`config.mk`:
```
export PLATFORM = sky130hd
export DESIGN_NAME = pipeline_control_unit
export DESIGN_NICKNAME = d
export VERILOG_FILES = /design/src/rtl/pipeline_control_unit_pkg.sv /design/src/rtl/pipeline_control_unit_main_decoder.sv /design/src/rtl/pipeline_control_unit.sv
export SDC_FILE = /design/constraint.sdc
export NUM_CORES = 1
export LEC_CHECK = 0
export CORE_MARGIN = 2
export CORE_UTILIZATION = 45
export CTS_CLUSTER_SIZE = 40
export DETAILED_ROUTE_END_ITERATION = 12
export GPL_ROUTABILITY_DRIVEN = 0
export PLACE_DENSITY = 0.91
export SLEW_MARGIN = 20
export SYNTH_ARGS = -nofsm -noshare
export SYNTH_HDL_FRONTEND = slang
export SYNTH_HIERARCHICAL = 1
export SYNTH_SLANG_ARGS = --single-unit
```
`constraint.sdc`:
```
create_clock -name clk -period 5 [get_ports clk]
set_input_delay 1 -clock clk [delete_from_list [all_inputs] [get_ports clk]]
set_output_delay 1 -clock clk [all_outputs]
set_load 0.1 [all_outputs]
```
`src/rtl/pipeline_control_unit_pkg.sv`:
```
// Shared constants for the pipeline control unit: opcodes (instr[6:2]),
// ALUOp encodings and control-word flag positions above the ALUOp field.
package pipeline_control_unit_pkg;

  localparam logic [4:0] OPCODE_LOAD     = 5'b00000;
  localparam logic [4:0] OPCODE_CUSTOM0  = 5'b00010;
  localparam logic [4:0] OPCODE_MISC_MEM = 5'b00011;
  localparam logic [4:0] OPCODE_OP_IMM   = 5'b00100;
  localparam logic [4:0] OPCODE_AUIPC    = 5'b00101;
  localparam logic [4:0] OPCODE_STORE    = 5'b01000;
  localparam logic [4:0] OPCODE_CUSTOM1  = 5'b01010;
  localparam logic [4:0] OPCODE_OP       = 5'b01100;
  localparam logic [4:0] OPCODE_LUI      = 5'b01101;
  localparam logic [4:0] OPCODE_CUSTOM2  = 5'b10110;
  localparam logic [4:0] OPCODE_BRANCH   = 5'b11000;
  localparam logic [4:0] OPCODE_JALR     = 5'b11001;
  localparam logic [4:0] OPCODE_JAL      = 5'b11011;
  localparam logic [4:0] OPCODE_SYSTEM   = 5'b11100;
  localparam logic [4:0] OPCODE_CUSTOM3  = 5'b11110;

  localparam logic [1:0] ALUOP_ADD    = 2'b00;
  localparam logic [1:0] ALUOP_BRANCH = 2'b01;
  localparam logic [1:0] ALUOP_FUNCT  = 2'b10;
  localparam logic [1:0] ALUOP_PASSB  = 2'b11;

  // Flag offsets counted from the LSB of the flag field; ALUOp sits below.
  localparam int CWF_SYS      = 0;
  localparam int CWF_LUI      = 1;
  localparam int CWF_AUIPC    = 2;
  localparam int CWF_REGWRITE = 3;
  localparam int CWF_ALUSRC   = 4;
  localparam int CWF_MEMTOREG = 5;
  localparam int CWF_MEMWRITE = 6;
  localparam int CWF_MEMREAD  = 7;
  localparam int CWF_JALR     = 8;
  localparam int CWF_JUMP     = 9;
  localparam int CWF_BRANCH   = 10;
  localparam int CW_FLAGS     = 11;

  function automatic int cw_width(input int aluop_w);
    return CW_FLAGS + aluop_w;
  endfunction

endpackage

```
`src/rtl/pipeline_control_unit_main_decoder.sv`:
```
// Combinational main decoder: opcode -> control word, illegal flag and
// source-register usage. Unknown opcodes yield an all-zero word.
module main_decoder
  import pipeline_control_unit_pkg::*;
#(
  parameter int ALUOP_W = 2
) (
  input  logic [4:0]                  opcode,
  output logic [CW_FLAGS+ALUOP_W-1:0] cw,
  output logic                        illegal,
  output logic                        uses_rs1,
  output logic                        uses_rs2
);

  logic [CW_FLAGS-1:0] flags;
  logic [1:0]          aluop;

  always_comb begin
    flags    = '0;
    aluop    = ALUOP_ADD;
    illegal  = 1'b0;
    uses_rs1 = 1'b1;
    uses_rs2 = 1'b0;
    case (opcode)
      OPCODE_OP: begin
        flags[CWF_REGWRITE] = 1'b1;
        aluop    = ALUOP_FUNCT;
        uses_rs2 = 1'b1;
      end
      OPCODE_OP_IMM: begin
        flags[CWF_ALUSRC]   = 1'b1;
        flags[CWF_REGWRITE] = 1'b1;
        aluop = ALUOP_FUNCT;
      end
      OPCODE_LOAD: begin
        flags[CWF_MEMREAD]  = 1'b1;
        flags[CWF_MEMTOREG] = 1'b1;
        flags[CWF_ALUSRC]   = 1'b1;
        flags[CWF_REGWRITE] = 1'b1;
      end
      OPCODE_STORE: begin
        flags[CWF_MEMWRITE] = 1'b1;
        flags[CWF_ALUSRC]   = 1'b1;
        uses_rs2 = 1'b1;
      end
      OPCODE_BRANCH: begin
        flags[CWF_BRANCH] = 1'b1;
        aluop    = ALUOP_BRANCH;
        uses_rs2 = 1'b1;
      end
      OPCODE_JAL: begin
        flags[CWF_JUMP]     = 1'b1;
        flags[CWF_REGWRITE] = 1'b1;
        uses_rs1 = 1'b0;
      end
      OPCODE_JALR: begin
        flags[CWF_JUMP]     = 1'b1;
        flags[CWF_JALR]     = 1'b1;
        flags[CWF_ALUSRC]   = 1'b1;
        flags[CWF_REGWRITE] = 1'b1;
      end
      OPCODE_AUIPC: begin
        flags[CWF_AUIPC]    = 1'b1;
        flags[CWF_ALUSRC]   = 1'b1;
        flags[CWF_REGWRITE] = 1'b1;
        uses_rs1 = 1'b0;
      end
      OPCODE_LUI: begin
        flags[CWF_LUI]      = 1'b1;
        flags[CWF_ALUSRC]   = 1'b1;
        flags[CWF_REGWRITE] = 1'b1;
        aluop    = ALUOP_PASSB;
        uses_rs1 = 1'b0;
      end
      OPCODE_SYSTEM, OPCODE_CUSTOM0, OPCODE_CUSTOM1,
      OPCODE_CUSTOM2, OPCODE_CUSTOM3: begin
        flags[CWF_SYS] = 1'b1;
      end
      default: illegal = 1'b1;
    endcase
    cw = {flags, ALUOP_W'(aluop)};
  end

endmodule

```
`src/rtl/pipeline_control_unit.sv`:
```
// Decode-plus-hazard control for a single-memory 5-stage RV32I pipeline:
// ID/EX, EX/MEM, MEM/WB control registers, stall/flush and a sticky halt.
module pipeline_control_unit
  import pipeline_control_unit_pkg::*;
#(
  parameter int REG_ADDR_W  = 5,
  parameter int ALUOP_W     = 2,
  parameter int SHARED_MEM  = 1,
  parameter int HALT_ON_SYS = 1
) (
  input  logic                          clk,
  input  logic                          rst,
  input  logic [4:0]                    opcode_id,
  input  logic [REG_ADDR_W-1:0]         rs1_id,
  input  logic [REG_ADDR_W-1:0]         rs2_id,
  input  logic [REG_ADDR_W-1:0]         ex_rd,
  input  logic                          redirect_ex,
  output logic                          illegal_id,
  output logic                          pc_write,
  output logic                          ifid_write,
  output logic                          ifid_bubble,
  output logic [CW_FLAGS+ALUOP_W-1:0]   ex_ctrl,
  output logic                          mem_memread,
  output logic                          mem_memwrite,
  output logic                          mem_regwrite,
  output logic                          mem_memtoreg,
  output logic                          wb_regwrite,
  output logic                          wb_memtoreg,
  output logic                          halted
);

  localparam int CW_W    = cw_width(ALUOP_W);
  localparam int B_MR    = ALUOP_W + CWF_MEMREAD;
  localparam int B_MW    = ALUOP_W + CWF_MEMWRITE;
  localparam int B_RW    = ALUOP_W + CWF_REGWRITE;
  localparam int B_M2R   = ALUOP_W + CWF_MEMTOREG;
  localparam int B_SYS   = ALUOP_W + CWF_SYS;

  logic [CW_W-1:0] dec_cw;
  logic            uses_rs1;
  logic            uses_rs2;
  logic            mem_sys_reg;
  logic            wb_sys_reg;
  logic            lu;
  logic            memb;
  logic            idex_bubble;

  main_decoder #(.ALUOP_W(ALUOP_W)) u_main_decoder (
    .opcode   (opcode_id),
    .cw       (dec_cw),
    .illegal  (illegal_id),
    .uses_rs1 (uses_rs1),
    .uses_rs2 (uses_rs2)
  );

  assign lu = ex_ctrl[B_MR] && (ex_rd != '0) &&
              ((uses_rs1 && (ex_rd == rs1_id)) || (uses_rs2 && (ex_rd == rs2_id)));
  assign memb = (SHARED_MEM != 0) && (mem_memread || mem_memwrite);

  // Priority: halted > redirect > load-use > memory busy.
  always_comb begin
    pc_write    = 1'b1;
    ifid_write  = 1'b1;
    ifid_bubble = 1'b0;
    if (halted) begin
      pc_write   = 1'b0;
      ifid_write = 1'b0;
    end else if (redirect_ex) begin
      ifid_bubble = 1'b1;
    end else if (lu) begin
      pc_write   = 1'b0;
      ifid_write = 1'b0;
    end else if (memb) begin
      pc_write    = 1'b0;
      ifid_bubble = 1'b1;
    end
  end

  assign idex_bubble = halted || redirect_ex || lu;

  always_ff @(posedge clk) begin
    if (!rst) begin
      ex_ctrl      <= '0;
      mem_memread  <= 1'b0;
      mem_memwrite <= 1'b0;
      mem_regwrite <= 1'b0;
      mem_memtoreg <= 1'b0;
      mem_sys_reg  <= 1'b0;
      wb_regwrite  <= 1'b0;
      wb_memtoreg  <= 1'b0;
      wb_sys_reg   <= 1'b0;
      halted       <= 1'b0;
    end else begin
      ex_ctrl      <= idex_bubble ? '0 : dec_cw;
      mem_memread  <= ex_ctrl[B_MR];
      mem_memwrite <= ex_ctrl[B_MW];
      mem_regwrite <= ex_ctrl[B_RW];
      mem_memtoreg <= ex_ctrl[B_M2R];
      mem_sys_reg  <= ex_ctrl[B_SYS];
      wb_regwrite  <= mem_regwrite;
      wb_memtoreg  <= mem_memtoreg;
      wb_sys_reg   <= mem_sys_reg;
      if ((HALT_ON_SYS != 0) && wb_sys_reg)
        halted <= 1'b1;
    end
  end

endmodule

```
# Word-level counts from Yosys, hierarchy flattened
# Cells that the tools add are included.
totals:
  register_bits: 22
  input_bits: 23
  out_inout_bits: 24
  elab_cells: 70
classes:
  n_eq_ne: 15
  muxes: 25
  bitwise: 1
  n_reduce_logical: 19
ops:
  columns: ["cell", "n"]
  rows:
  - ["== test 5 bit (second input constant)", 6]
  - ["2-to-1 mux 1 bit", 24]
  - ["== test 5 x 4 -> 1 bit (second input constant)", 4]
  - ["OR reduction 14 bit", 1]
  - ["== test 5 x 3 -> 1 bit (second input constant)", 2]
  - ["== test 5 bit", 2]
  - ["OR reduction 7 bit", 1]
  - ["case mux 2 bit (3 select lines)", 1]
  - ["OR reduction 2 bit", 3]
  - ["OR reduction 3 bit", 2]
  - ["OR reduction 6 bit", 1]
  - ["== test 5 x 2 -> 1 bit (second input constant)", 1]
  - ["logical NOT 5 bit", 1]
  - ["nonzero test 5 bit", 1]
  - ["OR reduction 5 bit", 1]
  - ["logical AND 1 bit", 4]
  - ["logical OR 1 bit", 4]
  - ["NOT 1 bit", 1]

# Logic depth before layout (Yosys ltp)
logic_depth:
  ltp_word: 9
  ltp_mapped: 8
  mapped_depth_nobuf: 6

# Modules after synthesis
# The synthesis kept the hierarchy.
by_module_without_submodules:
  columns: ["mod", "instances", "cells_per_inst", "area_each_um2"]
  rows:
  - ["pipeline_control_unit", 1, 87, 828.3]
  - ["main_decoder", 1, 47, 287.8]

# Worst setup path after synthesis
# No wires, ideal clock.
synth_path:
  path_kind: "in2out"
  start: "in ex_rd[3]"
  end: "out ifid_bubble"
  arrival_time_ps: 4135
  required_time_ps: 4000
  path_slack_ps: -135
  cell_stages: 4
  n_path_buf: 0
  cell_sequence: "or4_1 o21a_1 nor2b_4 a211oi_1"
synth_between:
  elab_chain_cells: 7
  word_cells_on_any_way: 11
  cone_classes: "2 x eq/ne; 3 x mux; 6 x reduce/logical"
synth_lines:
  columns: ["item", "line", "rtl"]
  rows:
  - ["from (decl)", "pipeline_control_unit.sv:16", "input logic [REG_ADDR_W-1:0] ex_rd,"]
  - ["== test 5 bit", "pipeline_control_unit.sv:57", "((uses_rs1 && (ex_rd == rs1_id)) || (uses_rs2 && (ex_rd == rs2_id)));"]
  - ["logical AND 1 bit", "pipeline_control_unit.sv:57", null]
  - ["logical OR 1 bit", "pipeline_control_unit.sv:57", null]
  - ["logical AND 1 bit *", "pipeline_control_unit.sv:56", "assign lu = ex_ctrl[B_MR] && (ex_rd != '0) &&"]
  - ["2-to-1 mux 1 bit *", "pipeline_control_unit.sv:70", "end else if (lu) begin"]
  - ["2-to-1 mux 1 bit *", "pipeline_control_unit.sv:68", "end else if (redirect_ex) begin"]
  - ["2-to-1 mux 1 bit *", "pipeline_control_unit.sv:65", "if (halted) begin"]
  - ["to (decl)", "pipeline_control_unit.sv:21", "output logic ifid_bubble,"]
# Every way passes the cells marked *; elsewhere a longest branch is shown, timed or not.

# Worst setup path in the final report
# Same ends and word-level chain as after synthesis.

==> metrics.md <==
| Metric | Value |
|---|---|
| Clock H-tree levels | `1` |
| Synthesized area | `1120 µm²` |
| Die width | `53.8 µm` |
| Resize count post-CTS | `0` |
| Finished Cell Area | `1580 µm²` |
| YS warnings | `6` |
| Top reg by flops | `ex_ctrl` |
| Hold-fix buffers, CTS | `0` |
| Worst-path fanout max | `14` |
| Relative slew slack | `0.345` |
| DRT iter0 DRCs | `22` |
| Clk slew on worst S/H paths | `0.11 ns` |
| Inserted Clock Buffers | `3` |
| I/O Buffers | `46` |
| HP Class | `reg2reg` |
| Mean Syn Cell Area | `8.33 µm²` |
| Crit. End Element | `output port` |
| Flops & latches, synth | `22` |
| Detail-routed via count per cell | `5.24` |
| Total track usage | `0.202` |
| WL final | `2.52 mm` |
| Vias | `1,069` |
| DRT Pass-1 Iters | `5` |
| Fin crit period | `4.18 ns` |
| Seq/Total Area, Yosys | `0.395` |
| Clock Tree Root | `clkbuf_4` |
| Power per cell area | `225 nW/µm²` |
| Syn Inst Count | `134` |
| Worst path required time | `4.00 ns` |
| Final hold violations | `0` |
| CTS tree | `yes` |
| Unrepaired setup endpoints after global routing | `false` |
| DRC | `0` |
| Clock Latency Late Sink | `0.29 ns` |
| I/O Pins | `47` |
| Initial antenna violation count | `0` |
| Die area | `2890 µm²` |
| Share of cells above drive strength 1 | `0.0805` |
| Drt wl/cell | `12.3 µm` |
| Initial Utilization | `0.463` |
| Critical path arrival | `3.18 ns` |
| Total grt overflow | `0` |
| Largest register FFs | `13` |
| Detail Route Antenna Nets | `0` |
| Fmax | `0.240 GHz` |
| Buf+Inv Stages, Crit Path | `2` |
| Largest net degree at the start of global routing | `23` |
| Setup_tns | `0 ns` |
| Clock Path Buffers | `2` |
| Row Count | `18` |
| Final #Nets | `198` |
| Async S/R FF share, synth | `0` |
| VDD IR max | `175 µV` |
| Total power | `356 µW` |
| Area growth syn-to-layout | `41.6%` |
| Status | `complete, no violations` |
| Vias in the first global route | `994` |
| Placed Area | `1540 µm²` |
| CP Class | `in2out` |
| Worst path top cell family by delay | `buffers and inverters` |
| Slowest stage delay, CP | `0.57 ns` |
| Die height | `53.8 µm` |
| Clock skew | `0.000967 ns` |
| Commonest non-fill, non-tap cell in the layout | `clkdlybuf4s50_1` |
| Crit share post-route | `0.835` |
| Most frequent cells in the layout | `42 x clkdlybuf4s50_1, 22 x dfxtp_1, 18 x a21oi_1` |
| Post-CTS Setup Repair Bufs | `0` |
| Setup violations, final | `0` |
| Post-synthesis cell type count | `30` |
| Post-synth EDFFs | `0` |
| Post-DP HPWL | `2.02 mm` |
| Sink Count | `22` |
| Syn_nets | `157` |
| First-pass GRT wire length | `4.31 mm` |
| Top_reg_cell synth | `dfxtp_1` |
| Max-cap violations | `0` |
| LEAKAGE | `0.574 nW` |
| Worst-margin pin slew | `0.980 ns` |
| Max Slew Vio Count | `0` |
| Startpoint Class | `input port` |
| Critical path's slowest cell | `or4_1` |
| Core area | `2410 µm²` |
| Diode count | `0` |
| Critical Path, Cell by Cell | `clkdlybuf4s50_1 > or4_1 > o21a_1 > nor2b_4 > a211oi_1 > buf_4` |
[power by group]
part | switching (mW) | leakage, nW | internal, mW | total [mW]
clock | 0.0472 | 0.0210 | 0.0444 | 0.0916
combinational | 0.0525 | 0.376 | 0.0341 | 0.0866
sequential | 0.000753 | 0.178 | 0.177 | 0.178
total | 0.100 | 0.574 | 0.256 | 0.356
[synth_stat cells, drive strengths merged (3+ instances only)]
cell | count | area share
a211oi | 3 | 0.020
a21oi | 18 | 0.081
and2 | 8 | 0.045
buf | 8 | 0.050
clkbuf | 3 | 0.010
dfxtp | 22 | 0.39
nand2 | 8 | 0.027
nand2b | 5 | 0.035
nand3 | 14 | 0.063
nor2 | 8 | 0.027
nor2b | 4 | 0.029
nor3 | 8 | 0.040
xnor2 | 10 | 0.078
[area by class of cell]
class / instances / area (µm²)
sequential: 22 / 440
clock buffer: 4 / 36.3
multi-input combinational: 100 / 604
tap: 30 / 37.5
fill: 192 / 830
timing repair buffer: 47 / 458
inverter: 1 / 3.75
[per-layer routing]
| metal | GRT usage | vias to the layer above | routed length [µm] |
|---|---|---|---|
| met2 | 0.380 | 41 | 1310 |
| met1 | 0.222 | 483 | 1030 |
| met3 | 0.0361 | 6 | 135 |
| met5 | 0 | - | 0 |
| li1 | - | 539 | - |
| met4 | 0.0726 | 0 | 40 |
[cell families after synthesis]
kind of cell,share of synthesized area
AND/OR/NAND/NOR,0.325
flip-flops,0.395
buffers and inverters,0.0639
AO/OA/AOI/OAI,0.138
XOR/XNOR,0.0785
[worst paths after layout]
kind / startpoint / endpoint / slack [ns] / depth (start not counted)
min: wb_sys_reg$_SDFF_PN0_ / halted$_SDFFE_PN0P_ / 0.45 / 1
max: ex_rd[3] / ifid_bubble / 0.82 / 6
max reg2reg: halted$_SDFFE_PN0P_ / ex_ctrl[6]$_SDFF_PP0_ / 3.67 / 3
min reg2reg: wb_sys_reg$_SDFF_PN0_ / halted$_SDFFE_PN0P_ / 0.45 / 1
[stage by stage]
step,hold WS [ns],utilization,setup slack (ns),std cells
floorplan,0.405,-,-0.135,134
global placement,0.415,0.641,0.943,200
detailed placement,0.423,0.641,0.845,200
CTS,0.452,0.656,0.839,204
global route,0.472,0.656,0.721,204
finish,0.445,0.656,0.825,204
Power figures use the tool's default switching activity.
